File: config.mk
export PLATFORM = sky130hd
export DESIGN_NAME = core_sequencer
export DESIGN_NICKNAME = d
export VERILOG_FILES = /design/src/rtl/core_pkg.sv /design/src/rtl/bus_watchdog.sv /design/src/rtl/core_sequencer.sv
export SDC_FILE = /design/constraint.sdc
export NUM_CORES = 1
export LEC_CHECK = 0
export ABC_CLOCK_PERIOD_IN_PS = 9300
export CAP_MARGIN = 15
export CORE_MARGIN = 3
export CORE_UTILIZATION = 42
export CTS_BUF_LIST = sky130_fd_sc_hd__clkbuf_8
export CTS_CLUSTER_SIZE = 8
export DETAILED_ROUTE_END_ITERATION = 8
export PLACE_DENSITY = 0.81
export SLEW_MARGIN = 30
export SYNTH_ARGS = -nofsm -noshare
export SYNTH_HDL_FRONTEND = slang
export SYNTH_SLANG_ARGS = --single-unit
File: constraint.sdc
create_clock -name i_clk -period 9.3 [get_ports i_clk]
set_clock_uncertainty 0.2 [all_clocks]
set_input_delay 1.395 -clock i_clk [delete_from_list [all_inputs] [get_ports i_clk]]
set_output_delay 1.395 -clock i_clk [all_outputs]
set_load 0.05 [all_outputs]
File: src/rtl/core_pkg.sv
// Shared types and constants for the multicycle RV32 sequencer.
package core_pkg;

   typedef enum logic [2:0] {
      S_BOOT,
      S_FETCH,
      S_EXEC,
      S_MEM,
      S_WB,
      S_TRAP
   } seq_state_e;

   typedef enum logic [1:0] {
      CAUSE_NONE     = 2'd0,
      CAUSE_ILLEGAL  = 2'd1,
      CAUSE_MISALIGN = 2'd2,
      CAUSE_TIMEOUT  = 2'd3
   } trap_cause_e;

   localparam logic [4:0] OP_LOAD  = 5'b00000;
   localparam logic [4:0] OP_STORE = 5'b01000;

endpackage

File: src/rtl/bus_watchdog.sv
// Counts cycles a memory request waits for ack; flags expiry when the wait budget is used up.
module bus_watchdog #(
   parameter int unsigned TIMEOUT = 255
) (
   input  logic i_clk,
   input  logic i_rst,
   input  logic i_clear,
   input  logic i_wait,
   output logic o_expired
);

   localparam logic [7:0] LIMIT = 8'(TIMEOUT);

   logic [7:0] count;

   always_ff @(posedge i_clk or posedge i_rst) begin
      if (i_rst)        count <= 8'd0;
      else if (i_clear) count <= 8'd0;
      else if (i_wait)  count <= count + 8'd1;
   end

   assign o_expired = i_wait && (count == LIMIT);

endmodule

File: src/rtl/core_sequencer.sv
// Multicycle FETCH/EXEC/MEM/WB sequencer: owns PC and IR, arbitrates the single memory port, retires instructions.
module core_sequencer
   import core_pkg::*;
#(
   parameter logic [31:0] RESET_PC = 32'h0000_0000,
   parameter int unsigned TIMEOUT  = 255
) (
   input  logic        i_clk,
   input  logic        i_rst,
   output logic        o_mem_req,
   output logic        o_mem_we,
   output logic [31:0] o_mem_addr,
   output logic [31:0] o_mem_wdata,
   input  logic        i_mem_ack,
   input  logic [31:0] i_mem_rdata,
   output logic [31:0] o_inst,
   output logic [31:0] o_pc,
   input  logic        i_rwrite,
   input  logic        i_mwrite,
   input  logic        i_rsel,
   input  logic [31:0] i_alu_result,
   input  logic [31:0] i_store_data,
   input  logic        i_pc_load,
   input  logic [31:0] i_pc_target,
   output logic [31:0] o_load_data,
   output logic        o_rf_we,
   output logic        o_trap,
   output logic [1:0]  o_trap_cause,
   output logic [31:0] o_retired
);

   seq_state_e  state, state_nx;
   trap_cause_e cause, cause_nx;
   logic [31:0] pc, ir, alu_q, wdata_q, load_q, retired;
   logic        rwrite_q, mwrite_q, rsel_q;
   logic        req, expired, misalign, illegal;

   // req is decoded from state so an async reset drops it immediately
   assign req      = (state == S_FETCH) || (state == S_MEM);
   assign illegal  = ir[1:0] != 2'b11;
   assign misalign = i_pc_load && (i_pc_target[1:0] != 2'b00);

   bus_watchdog #(.TIMEOUT(TIMEOUT)) u_watchdog (
      .i_clk     (i_clk),
      .i_rst     (i_rst),
      .i_clear   (!req),
      .i_wait    (req && !i_mem_ack),
      .o_expired (expired)
   );

   always_comb begin
      state_nx = state;
      cause_nx = CAUSE_NONE;
      case (state)
         S_BOOT:  state_nx = S_FETCH;
         S_FETCH: begin
            if (i_mem_ack) state_nx = S_EXEC;
            else if (expired) begin
               state_nx = S_TRAP;
               cause_nx = CAUSE_TIMEOUT;
            end
         end
         S_EXEC: begin
            if (illegal) begin
               state_nx = S_TRAP;
               cause_nx = CAUSE_ILLEGAL;
            end else if (i_rsel || i_mwrite) state_nx = S_MEM;
            else state_nx = S_WB;
         end
         S_MEM: begin
            if (i_mem_ack) state_nx = S_WB;
            else if (expired) begin
               state_nx = S_TRAP;
               cause_nx = CAUSE_TIMEOUT;
            end
         end
         S_WB: begin
            if (misalign) begin
               state_nx = S_TRAP;
               cause_nx = CAUSE_MISALIGN;
            end else state_nx = S_FETCH;
         end
         S_TRAP:  state_nx = S_TRAP;
         default: state_nx = S_BOOT;
      endcase
   end

   always_ff @(posedge i_clk or posedge i_rst) begin
      if (i_rst) begin
         state <= S_BOOT;
         cause <= CAUSE_NONE;
      end else begin
         state <= state_nx;
         if (state != S_TRAP && state_nx == S_TRAP) cause <= cause_nx;
      end
   end

   always_ff @(posedge i_clk or posedge i_rst) begin
      if (i_rst) begin
         pc       <= RESET_PC;
         ir       <= 32'h0;
         alu_q    <= 32'h0;
         wdata_q  <= 32'h0;
         load_q   <= 32'h0;
         retired  <= 32'h0;
         rwrite_q <= 1'b0;
         mwrite_q <= 1'b0;
         rsel_q   <= 1'b0;
      end else begin
         if (state == S_FETCH && i_mem_ack) ir <= i_mem_rdata;
         if (state == S_EXEC && !illegal) begin
            rwrite_q <= i_rwrite;
            mwrite_q <= i_mwrite;
            rsel_q   <= i_rsel;
            alu_q    <= i_alu_result;
            wdata_q  <= i_store_data;
         end
         if (state == S_MEM && i_mem_ack && rsel_q) load_q <= i_mem_rdata;
         if (state == S_WB && !misalign) begin
            pc      <= i_pc_load ? i_pc_target : pc + 32'd4;
            retired <= retired + 32'd1;
         end
      end
   end

   assign o_mem_req    = req;
   assign o_mem_we     = (state == S_MEM) && mwrite_q;
   assign o_mem_addr   = (state == S_FETCH) ? pc : ((state == S_MEM) ? alu_q : 32'h0);
   assign o_mem_wdata  = wdata_q;
   assign o_inst       = ir;
   assign o_pc         = pc;
   assign o_load_data  = load_q;
   assign o_rf_we      = (state == S_WB) && rwrite_q && !misalign;
   assign o_trap       = (state == S_TRAP);
   assign o_trap_cause = cause;
   assign o_retired    = retired;

endmodule
* Word-level counts from Yosys, hierarchy flattened
Index checks and enable logic that the tools add are counted.
** Operators by class
- Order comparisons :: 0
- $mul :: 0
- Add/subtract/negate cells :: 3
- Bitwise logic cells :: 0
- Equal/unequal tests :: 10
- Div/mod/pow operators :: 0
- Mux-type cells :: 17
- Shift operators :: 0
- Reduce and logical (&&, ||, !) cells :: 20
** Operators by type and width (count)
- 2-to-1 mux 32 bit :: 3
- adder 32 x 1 -> 32 bit (second input constant) :: 1
- adder 32 x 3 -> 32 bit (second input constant) :: 1
- 2-to-1 mux 3 bit :: 6
- case mux 3 bit (6 select lines) :: 1
- 2-to-1 mux 8 bit :: 2
- logical AND 1 bit :: 12
- equality test 3 bit (second input constant) :: 3
- adder 8 x 1 -> 8 bit (second input constant) :: 1
- equality test 8 bit (second input constant) :: 1
- equality test 3 x 2 -> 1 bit (second input constant) :: 2
- 2-to-1 mux 2 bit :: 3
- case mux 2 bit (3 select lines) :: 1
- equality test 3 x 1 -> 1 bit (second input constant) :: 1
- logical NOT 1 bit :: 3
- logical NOT 3 bit :: 1
- != test 3 bit (second input constant) :: 1
- logical OR 1 bit :: 2
- != test 2 x 1 -> 1 bit (second input constant) :: 1
- != test 2 bit (second input constant) :: 1
- nonzero test 2 bit :: 1
- OR reduction 2 bit :: 1
- 2-to-1 mux 1 bit :: 1
** Storage, ports and cells
- Input bits :: 135
- Bits in registers :: 208
- ROM bits :: 0
- RAM bits :: 0
- Memories kept :: 0
- Bits in latches :: 0
- Logic and storage cells :: 62
- Output and inout bits :: 198

* Logic depth before layout (Yosys ltp)
Gate-level depths: netlist of run 1.
- Depth after elaboration :: 9
- Gate-level depth with buffers :: 7
- Mapped depth without buffers :: 7

* Hierarchy
A second synthesis of run 1 with hierarchy kept.
** Unflattened totals
- Cells, all modules :: 827
- Area, all modules :: 9690.5 um^2
** By module, submodules not included
- core_sequencer :: area each 9271.4 um^2, times used 1, cells each 786, sequential area each 5004.8 um^2
- bus_watchdog :: area each 419.2 um^2, times used 1, cells each 41, sequential area each 200.2 um^2

* Worst setup path after synthesis of run 1
No wires, ideal clock.
- Path kind :: input port to output port
- Start :: in i_pc_load
- End :: out o_rf_we
- Data required time :: 7.705 ns
- Arrival time :: 2.707 ns
- Stages on the path :: 6
- Buffers on the path :: 3
- Path slack :: 4.998 ns
- Cells stage by stage :: clkbuf_1 o21a_1 nor2_2 buf_2 buf_2 and2_1
** On the way
- Word-level cells in the longest chain between the ends :: 3
** RTL lines
- start: declaration :: RTL line core_sequencer.sv:23 : input logic i_pc_load,
- logical AND 1 bit :: RTL line core_sequencer.sv:41 : assign misalign = i_pc_load && (i_pc_target[1:0] != 2'b00);
- logical NOT 1 bit :: RTL line core_sequencer.sv:133 : assign o_rf_we = (state == S_WB) && rwrite_q && !misalign;
- logical AND 1 bit :: RTL line core_sequencer.sv:133
- end: declaration :: RTL line core_sequencer.sv:26 : output logic o_rf_we,
No other way between the ends.

* Final worst setup path of run 1
Same ends and word-level chain as after synthesis.

==> reports/metrics.cfg, run 1 <==
[setup_path]
r2r-start = state[2]
cpMostUsedCell = clkdlybuf4s50_1
crit_fanout = 20
worst_setup_path_start_kind = input pin
cpPeakStageDelay_ps = 690
worstSetupEndpointType = primary output
path_delay_family = buffers and inverters
reg2reg_to = o_pc[30]
regToRegSetupSlack_ps = 6210
crit_cells = 6
required_ps = 7710
rr_worst_depth = 6
crit_path_end = o_rf_we
cp.arrival_ps = 3390
cp_slowest_cell = clkdlybuf4s50_1
worstPathCellList = clkdlybuf4s50_1, buf_4, o21a_1, nor2_2, and2_1, clkdlybuf4s50_1
criticalPathCategory = input pin to primary output
critical_path.startpoint = i_pc_load
cp_num_buf_inv = 3

[timing]
rsz0062_at_grt = no
finalCritPeriodShare_pct = 53.7
drv_slew = 0
min_period_ps = 4990
finalHoldViolations = 0
fin_ws_ps = 4310
max-slew-margin-rel_pct = 36.7
final-setup-viol-count = 0
fmax_mhz = 200
worst_pin_slew_ps = 946
tns_ps = 0

[logic_synthesis]
async_flop_share_pct = 100
syn-cell-area_sq_mm = 0.00943
postSynthCellCount = 782
yosysSeqAreaShare_pct = 55.2
ys_seq_elements = 208
syn-num-nets = 920
synth-edff-count = 0
syn_area_per_cell_sq_um = 12.1
synth_flop_cell = dfrtp_1
yosysWarnings = 0
synth.distinct_cells = 61

[final_layout]
n_antenna_cell = 0
nets = 1257
stdcell_area_sq_mm = 0.0137
layout_common_cells = 332 x clkdlybuf4s50_1, 207 x dfrtp_1, 101 x mux2_2
final_util_pct = 62.4
layout_commonest_cell = clkdlybuf4s50_1
fin_cells = 1419
syn2layout_area_growth_pct = 45.4
drive_above_1_share_pct = 15.8

[global_routing]
met1_usage_pct = 26.6
grt_pass1_wl_um = 42300
met3_usage_pct = 7.88
busiest_layer = met2
grt_pass1_vias = 7754
grt_use_met2_pct = 35.4
grt_overflow = 0
grt_max_degree = 129
antenna_found_initial = 0
grt_use_total_pct = 21.7

[floorplan]
io_pins = 333
die_x_um = 156
die_h_um = 156
rows = 54
core_area_sq_mm = 0.0220
dieArea_sq_mm = 0.0243
start_util_pct = 43.0

[cts]
clkTransAtPathRegs_ps = 50
htree_levels = 2
cts_setup_buffers = 0
cts_tree = built
cts-resized-gates = 0
clk_latency_ps = 510
cts-root-buf = clkbuf_8
cts_hold_buf = 0
numClockSinks = 208
numCtsBuffers = 38
clk_path_buf_depth = 3

[status]
status = finished, final reports clean

[route]
drcViolationCount = 0
routed_via_density = 5.31
wl_per_cell_um = 19.2
num_vias = 7530
drt-initial-drc-count = 359
dr.pass1.iters = 5
routed_wl_um = 27200
postRouteAntennaNets = 0

[worst_hold_path]
min-delay-start = o_mem_wdata[17]
hold_path_class = flip-flop to flip-flop

[run]
drv_cap = 0

[place]
io_buffers = 332
place_ws_ps = 4380
placed_cells_incl_taps = 1358
dp_hpwl_um = 19100
placed_area_sq_mm = 0.0130
gp_congestion = 0.823

[power]
power_density_mw_per_mm2 = 131
power_leakage_nw = 6.04
swShare_pct = 22.6
p_switching_mw = 0.405
ir_drop_mv = 0.130
p_clk_share_pct = 43.6
power_frac_seq_pct = 50.7
comb_power_share_pct = 5.6
p_int_mw = 1.39

==> per-stage QoR <==
stage | hold slack, ps | power (mW)
floorplan | 272 | 0.955
global placement | 266 | 1.03
detailed placement | 275 | 1.03
CTS | 287 | 1.83
global route | 296 | 1.88
finish | 281 | 1.79
==> worst min-delay path by stage <==
stage	to	slack, ps	cells after the start
after detailed placement	o_mem_wdata[23]	270	1
after global routing	o_mem_wdata[27]	300	1
after CTS	o_mem_wdata[23]	290	1
final	o_mem_wdata[17]	280	1
after floorplan	rwrite_q	270	1
after global placement	o_mem_wdata[2]	270	1
==> area by class of cell <==
class	count	area, sq um
multi-input cells	522	4040
well taps	280	350
flip-flops and latches	208	5210
clock buffers	44	606
inverters	10	50.0
repair buffers	339	3390
fillers	1733	8250
clock inverters	16	67.6
==> synth_stat cells (2+ instances only) <==
library cell  number  area (sq um)
ha_1               3          37.5
mux2_1            31           349
a21o_1             2          15.0
o2111ai_1          2          17.5
a221o_1            4          40.0
buf_2             13          65.1
nor3_1            12          60.1
nor4_1             2          12.5
or3_1              8          50.1
o22ai_1           18           113
dfrtp_1          208          5200
a31oi_1            2          12.5
inv_1              9          33.8
mux2_2           101          1140
nor2_1            66           248
nor2_2             2          12.5
xor2_1            15           131
a221oi_1           2          17.5
o21ai_0           12          60.1
or4_1              2          15.0
and4_1             4          35.0
clkbuf_1          21          78.8
a311oi_1           2          17.5
a21oi_1           27           135
o21ai_1            2          10.0
nor3_2             4          40.0
nor4_2             2          25.0
nand3_2            2          20.0
and2_1             6          37.5
nor2b_1            6          37.5
nand2_1           38           143
buf_1              6          22.5
or2_2              3          18.8
nand4_1           17           106
and3_1            14          87.6
nand3_1           24           120
a41oi_1            2          17.5
xnor2_1           22           193
mux2i_1           44           440
==> logic make-up after synthesis <==
family | synth area share, %
mux | 20.4
compound gates | 5.66
xor+xnor | 3.44
buf+inv | 2.36
fa+ha+maj | 0.398
flops | 55.2
simple gates | 12.5
==> power groups by stage <==
stage / Combinational (mW) / Sequential, mW / Clock [mW]
2_1_floorplan: 0.0231 / 0.932 / 0
3_3_place_gp: 0.100 / 0.926 / 0
3_5_place_dp: 0.102 / 0.926 / 0
4_1_cts: 0.103 / 0.910 / 0.813
5_1_grt: 0.109 / 0.910 / 0.856
6_report: 0.101 / 0.910 / 0.783
==> sequential cells by signal, summed over array words and instances, names as in the netlist <==
register / cells
alu_q: 32
o_trap_cause: 2
o_retired: 32
o_inst: 32
o_pc: 32
rsel_q: 1
state: 3
o_load_data: 32
o_mem_wdata: 32
mwrite_q: 1
u_watchdog.count: 8
rwrite_q: 1
==> layer usage <==
metal	wire, um	vias up
li1	-	3478
met1	10800	3677
met2	12900	315
met3	2600	60
met4	870	0
met5	0	-
No activity file was read; power rests on OpenSTA's default activity.
==> inputs of run 2 (changes only) <==
--- a/config.mk
+++ b/config.mk
@@ -5,7 +5,7 @@
 export SDC_FILE = /design/constraint.sdc
 export NUM_CORES = 1
 export LEC_CHECK = 0
-export ABC_CLOCK_PERIOD_IN_PS = 9300
+export ABC_CLOCK_PERIOD_IN_PS = 4700
 export CAP_MARGIN = 15
 export CORE_MARGIN = 3
 export CORE_UTILIZATION = 42
==> constraint.sdc (replaced) <==
create_clock -name i_clk -period 4.7 [get_ports i_clk]
set_clock_uncertainty 0.2 [all_clocks]
set_input_delay 0.705 -clock i_clk [delete_from_list [all_inputs] [get_ports i_clk]]
set_output_delay 0.705 -clock i_clk [all_outputs]
set_load 0.05 [all_outputs]
==> reports/metrics.cfg, run 2 (same netlist as run 1, synthesis figures left out) <==
[cts]
clkTransAtPathRegs_ps = 60  ; was 50 ps
clk_latency_ps = 520  ; was 510 ps
cts_hold_buf = 0  ; unchanged
cts_tree = built  ; unchanged
numClockSinks = 208  ; unchanged
cts-resized-gates = 0  ; unchanged
htree_levels = 2  ; unchanged
cts_setup_buffers = 0  ; unchanged
clk_path_buf_depth = 3  ; unchanged
cts-root-buf = clkbuf_8  ; unchanged
numCtsBuffers = 38  ; unchanged

[timing]
fin_ws_ps = 810  ; was 4310 ps
drv_slew = 0  ; unchanged
finalHoldViolations = 0  ; unchanged
tns_ps = 0  ; unchanged
finalCritPeriodShare_pct = 82.8
final-setup-viol-count = 0  ; unchanged
min_period_ps = 3890
rsz0062_at_grt = no  ; unchanged
fmax_mhz = 257
worst_pin_slew_ps = 894  ; was 946 ps
max-slew-margin-rel_pct = 40.2  ; was 36.7%

[setup_path]
cp_slowest_cell = clkdlybuf4s50_1  ; unchanged
cpPeakStageDelay_ps = 870  ; was 690 ps
crit_fanout = 41  ; was 20
worstPathCellList = inv_1, nand2_2, nor2_1, clkdlybuf4s50_1  ; was clkdlybuf4s50_1, buf_4, o21a_1, nor2_2, and2_1, clkdlybuf4s50_1
criticalPathCategory = flip-flop to primary output  ; was input pin to primary output
cp.arrival_ps = 2980  ; was 3390 ps
required_ps = 3800  ; was 7710 ps
worst_setup_path_start_kind = flip-flop  ; was input pin
worstSetupEndpointType = primary output  ; unchanged

[power]
power_density_mw_per_mm2 = 267  ; was 131 mW/mm^2
power_leakage_nw = 6.11  ; was 6.04 nW
ir_drop_mv = 0.236  ; was 0.130 mV
finalPower_mw = 3.69  ; was 1.79 mW

[floorplan]
dieArea_sq_mm = 0.0243  ; unchanged
start_util_pct = 43.0  ; unchanged
io_pins = 333  ; unchanged
die_x_um = 156  ; unchanged
rows = 54  ; unchanged
die_h_um = 156  ; unchanged
core_area_sq_mm = 0.0220  ; unchanged

[place]
place_ws_ps = 1360  ; was 4380 ps
placed_area_sq_mm = 0.0131  ; was 0.0130 sq mm
gp_congestion = 0.835  ; was 0.823
io_buffers = 332  ; unchanged
placed_cells_incl_taps = 1362  ; was 1,358
dp_hpwl_um = 19100  ; about the same

[global_routing]
grt_pass1_wl_um = 42600  ; was 42,300 um
grt_pass1_vias = 7870  ; was 7,754
grt_overflow = 0  ; unchanged
grt_use_total_pct = 21.8  ; was 21.7%
antenna_found_initial = 0  ; unchanged
grt_max_degree = 116  ; was 129

[route]
drt-initial-drc-count = 439  ; was 359
postRouteAntennaNets = 0  ; unchanged
routed_via_density = 5.27  ; was 5.31
wl_per_cell_um = 18.9  ; was 19.2 um
num_vias = 7525  ; was 7,530
routed_wl_um = 27000  ; was 27,200 um
drcViolationCount = 0  ; unchanged
dr.pass1.iters = 5  ; unchanged

[final_layout]
drive_above_1_share_pct = 16.4  ; was 15.8%
layout_common_cells = 331 x clkdlybuf4s50_1, 207 x dfrtp_1, 101 x mux2_2  ; was 332 x clkdlybuf4s50_1, 207 x dfrtp_1, 101 x mux2_2
n_antenna_cell = 0  ; unchanged
seq_area_sq_mm = 0.00521  ; unchanged
nets = 1260  ; was 1,257
fin_cells = 1428  ; was 1,419
fillers = 1744  ; was 1,733
layout_commonest_cell = clkdlybuf4s50_1  ; unchanged
stdcell_area_sq_mm = 0.0138  ; was 0.0137 sq mm
syn2layout_area_growth_pct = 46.6  ; was 45.4%
multi_input_area_sq_mm = 0.00404  ; about the same

[status]
status = finished, final reports clean  ; unchanged

[worst_hold_path]
hold_path_class = flip-flop to flip-flop  ; unchanged

[run]
drv_cap = 0  ; unchanged

## run 2: per-stage QoR
step | util (%) | hold slack [ps]
floorplan | - | 272
global placement | 59.4 | 266
detailed placement | 59.5 | 267
CTS | 63.0 | 281
global route | 63.0 | 293
finish | 63.0 | 275
## run 2: report_power, final
part	leakage (nW)	switching, mW	internal (mW)	total (mW)
Clock	0.437	0.748	0.941	1.69
Sequential	2.84	0.00581	1.80	1.80
Combinational	2.84	0.0856	0.117	0.202
## run 2: final timing paths
kind | from | slack, ps | cells past startpoint | end
setup / recovery | state[2] | 810 | 4 | o_mem_addr[5]
hold / removal | o_retired[31] | 270 | 1 | o_retired[31]
min in group asynchronous | i_rst | 480 | 3 | u_watchdog.count[2]
setup reg to reg | state[1] | 1660 | 4 | o_pc[26]
hold reg to reg | o_retired[31] | 270 | 1 | o_retired[31]
max in group asynchronous | i_rst | 3240 | 3 | o_pc[8]
## run 2: worst max-delay path, delay by kind of cell, from the launching register on
| kind | cells | cell delay (ps) |
|---|---|---|
| buf+inv | 2 | 1020 |
| simple gates | 2 | 960 |
| flops | 1 | 480 |
## run 2: final cells by class
cell class | count | area share [%]
clock buffer | 46 | 4.58
inverter | 10 | 0.299
sequential | 208 | 37.6
timing repair buffer | 342 | 24.9
tap | 280 | 2.53
clock inverter | 20 | 0.841
multi-input combinational | 522 | 29.2
## run 2: routing by layer
| metal | GRT usage, % | up-vias | share of wire (%) |
|---|---|---|---|
| met3 | 6.85 | 42 | 8.2 |
| met4 | 6.39 | 0 | 2.0 |
| met1 | 27.5 | 3703 | 41 |
| li1 | - | 3503 | - |
| met5 | 0 | - | 0 |
| met2 | 36.3 | 277 | 49 |
==> inputs of run 3 (changes only) <==
--- a/config.mk
+++ b/config.mk
@@ -5,14 +5,14 @@
 export SDC_FILE = /design/constraint.sdc
 export NUM_CORES = 1
 export LEC_CHECK = 0
-export ABC_CLOCK_PERIOD_IN_PS = 4700
+export ABC_CLOCK_PERIOD_IN_PS = 3110
 export CAP_MARGIN = 15
 export CORE_MARGIN = 3
 export CORE_UTILIZATION = 42
 export CTS_BUF_LIST = sky130_fd_sc_hd__clkbuf_8
 export CTS_CLUSTER_SIZE = 8
 export DETAILED_ROUTE_END_ITERATION = 8
-export PLACE_DENSITY = 0.81
+export PLACE_DENSITY = 0.84
 export SLEW_MARGIN = 30
 export SYNTH_ARGS = -nofsm -noshare
 export SYNTH_HDL_FRONTEND = slang
==> constraint.sdc (replaced) <==
create_clock -name i_clk -period 3.11 [get_ports i_clk]
set_clock_uncertainty 0.2 [all_clocks]
set_input_delay 0.4665 -clock i_clk [delete_from_list [all_inputs] [get_ports i_clk]]
set_output_delay 0.4665 -clock i_clk [all_outputs]
set_load 0.05 [all_outputs]
==> reports/metrics.cfg, run 3 (same netlist as run 1, synthesis figures left out) <==
[floorplan]
die_x_um = 156  ; unchanged
rows = 54  ; unchanged
dieArea_sq_mm = 0.0243  ; unchanged
start_util_pct = 43.0  ; unchanged
io_pins = 333  ; unchanged
core_area_sq_mm = 0.0220  ; unchanged
die_h_um = 156  ; unchanged

[global_routing]
antenna_found_initial = 0  ; unchanged
grt_pass1_wl_um = 43400  ; was 42,600 um
grt_overflow = 0  ; unchanged
grt_use_total_pct = 22.1  ; was 21.8%
grt_pass1_vias = 8078  ; was 7,870
grt_max_degree = 83  ; was 116

[setup_path]
worstSetupEndpointType = primary output  ; unchanged
regToRegSetupSlack_ps = 700  ; was 1660 ps
critical_path.startpoint = state[1]  ; was state[2]
worst_setup_path_start_kind = flip-flop  ; unchanged
crit_path_end = o_rf_we  ; was o_mem_addr[5]
cp.arrival_ps = 2250  ; was 2980 ps
rr_worst_depth = 5  ; was 4
crit_fanout = 14  ; was 41
reg2reg_to = o_pc[30]  ; was o_pc[26]
required_ps = 2440  ; was 3800 ps
criticalPathCategory = flip-flop to primary output  ; unchanged
r2r-start = o_pc[12]  ; was state[1]

[route]
drcViolationCount = 0  ; unchanged
routed_via_density = 5.30  ; was 5.27
drt-initial-drc-count = 460  ; was 439
wl_per_cell_um = 18.9  ; about the same
routed_wl_um = 27400  ; was 27,000 um
postRouteAntennaNets = 0  ; unchanged
num_vias = 7659  ; was 7,525
dr.pass1.iters = 5  ; unchanged

[cts]
cts_tree = built  ; unchanged
htree_levels = 2  ; unchanged
numCtsBuffers = 39  ; was 38
clk_latency_ps = 510  ; was 520 ps
cts-root-buf = clkbuf_8  ; unchanged
numClockSinks = 208  ; unchanged
clk_path_buf_depth = 3  ; unchanged
clkTransAtPathRegs_ps = 50  ; was 60 ps

[place]
placed_cells_incl_taps = 1378  ; was 1,362
dp_hpwl_um = 19800  ; was 19,100 um
place_ws_ps = 430  ; was 1360 ps
placed_area_sq_mm = 0.0131  ; about the same
gp_congestion = 0.830  ; was 0.835
io_buffers = 332  ; unchanged

[timing]
whs_ps = 278  ; was 275 ps
min_period_ps = 2920
worst_pin_slew_ps = 628  ; was 894 ps
finalHoldViolations = 0  ; unchanged
rsz0062_at_grt = no  ; unchanged
fin_ws_ps = 191  ; was 810 ps
max-slew-margin-rel_pct = 57.8  ; was 40.2%
final-setup-viol-count = 0  ; unchanged
fmax_mhz = 343
drv_slew = 0  ; unchanged
finalCritPeriodShare_pct = 93.9

[final_layout]
layout_common_cells = 297 x clkdlybuf4s50_1, 207 x dfrtp_1, 101 x mux2_2  ; was 331 x clkdlybuf4s50_1, 207 x dfrtp_1, 101 x mux2_2
layout_commonest_cell = clkdlybuf4s50_1  ; unchanged
stdcell_area_sq_mm = 0.0139  ; was 0.0138 sq mm
n_antenna_cell = 0  ; unchanged
drive_above_1_share_pct = 20.8  ; was 16.4%
nets = 1278  ; was 1,260
syn2layout_area_growth_pct = 47.7  ; was 46.6%
fin_cells = 1446  ; was 1,428

[run]
drv_cap = 0  ; unchanged

[power]
ir_drop_mv = 0.268  ; was 0.236 mV
power_leakage_nw = 6.27  ; was 6.11 nW
power_density_mw_per_mm2 = 403  ; was 267 mW/mm^2

[worst_hold_path]
hold_path_class = flip-flop to flip-flop  ; unchanged
min-delay-start = o_retired[31]  ; unchanged

[status]
status = finished, final reports clean  ; unchanged

-- run 3: changes by cell type in the layout (fill, tap and decap cells not counted), moves of 2 or more --
| cell | before | now |
|---|---|---|
| clkdlybuf4s50_1 | 331 | 297 |
| clkbuf_8 | 46 | 51 |
| buf_12 | 2 | 7 |
| clkinv_2 | 3 | 5 |
| inv_1 | 22 | 19 |
| buf_4 | 8 | 54 |
-- run 3: power breakdown --
group / leakage (nW) / internal, mW / switching, mW
logic: 2.99 / 0.179 / 0.134
registers: 2.84 / 2.71 / 0.00831
clock network: 0.445 / 1.46 / 1.12
-- run 3: worst max-delay path, stage by stage (launching register included) --
cell and delay, ps:
dfrtp_2 510, or3b_1 550, nor2_4 310, and2_1 220, buf_12 140
-- run 3: final cells by class --
| cell class | count | area, sq um |
|---|---|---|
| Inverter | 10 | 41.3 |
| Multi-Input combinational cell | 522 | 4040 |
| Clock buffer | 51 | 702 |
| Clock inverter | 16 | 66.3 |
| Timing Repair Buffer | 359 | 3530 |
| Fill cell | 1685 | 8030 |
| Tap cell | 280 | 350 |
| Sequential cell | 208 | 5210 |
-- run 3: how the worst min path moves through the flow --
stage / end / slack [ps] / cells past startpoint
final: o_retired[31] / 280 / 1
after global routing: o_retired[31] / 290 / 1
after global placement: o_mem_wdata[24] / 270 / 1
after detailed placement: o_retired[31] / 260 / 1
after CTS: o_retired[31] / 280 / 1
after floorplan: rwrite_q / 270 / 1
-- run 3: what timing repair did --
item,in CTS,in global routing
gates resized for setup,0,1
hold buffers,1,0
endpoints found under the hold margin,2,0
setup buffers,0,0
endpoints found under the setup margin,0,1
-- run 3: layer usage --
| metal | vias to the layer above | global-route usage, % | share of wire, % |
|---|---|---|---|
| li1 | 3539 | - | - |
| met1 | 3749 | 26.4 | 39 |
| met2 | 312 | 38.7 | 50 |
| met3 | 59 | 6.07 | 8.2 |
| met4 | 0 | 7.49 | 2.9 |
| met5 | - | 0 | 0 |
-- run 3: stage by stage --
stage               utilization, %  power [mW]  setup TNS [ps]
floorplan                        -        2.86          -53400
global placement              59.9        3.08               0
detailed placement            59.9        3.08               0
CTS                           63.4        5.70               0
global route                  63.4        5.85               0
finish                        63.4        5.61               0
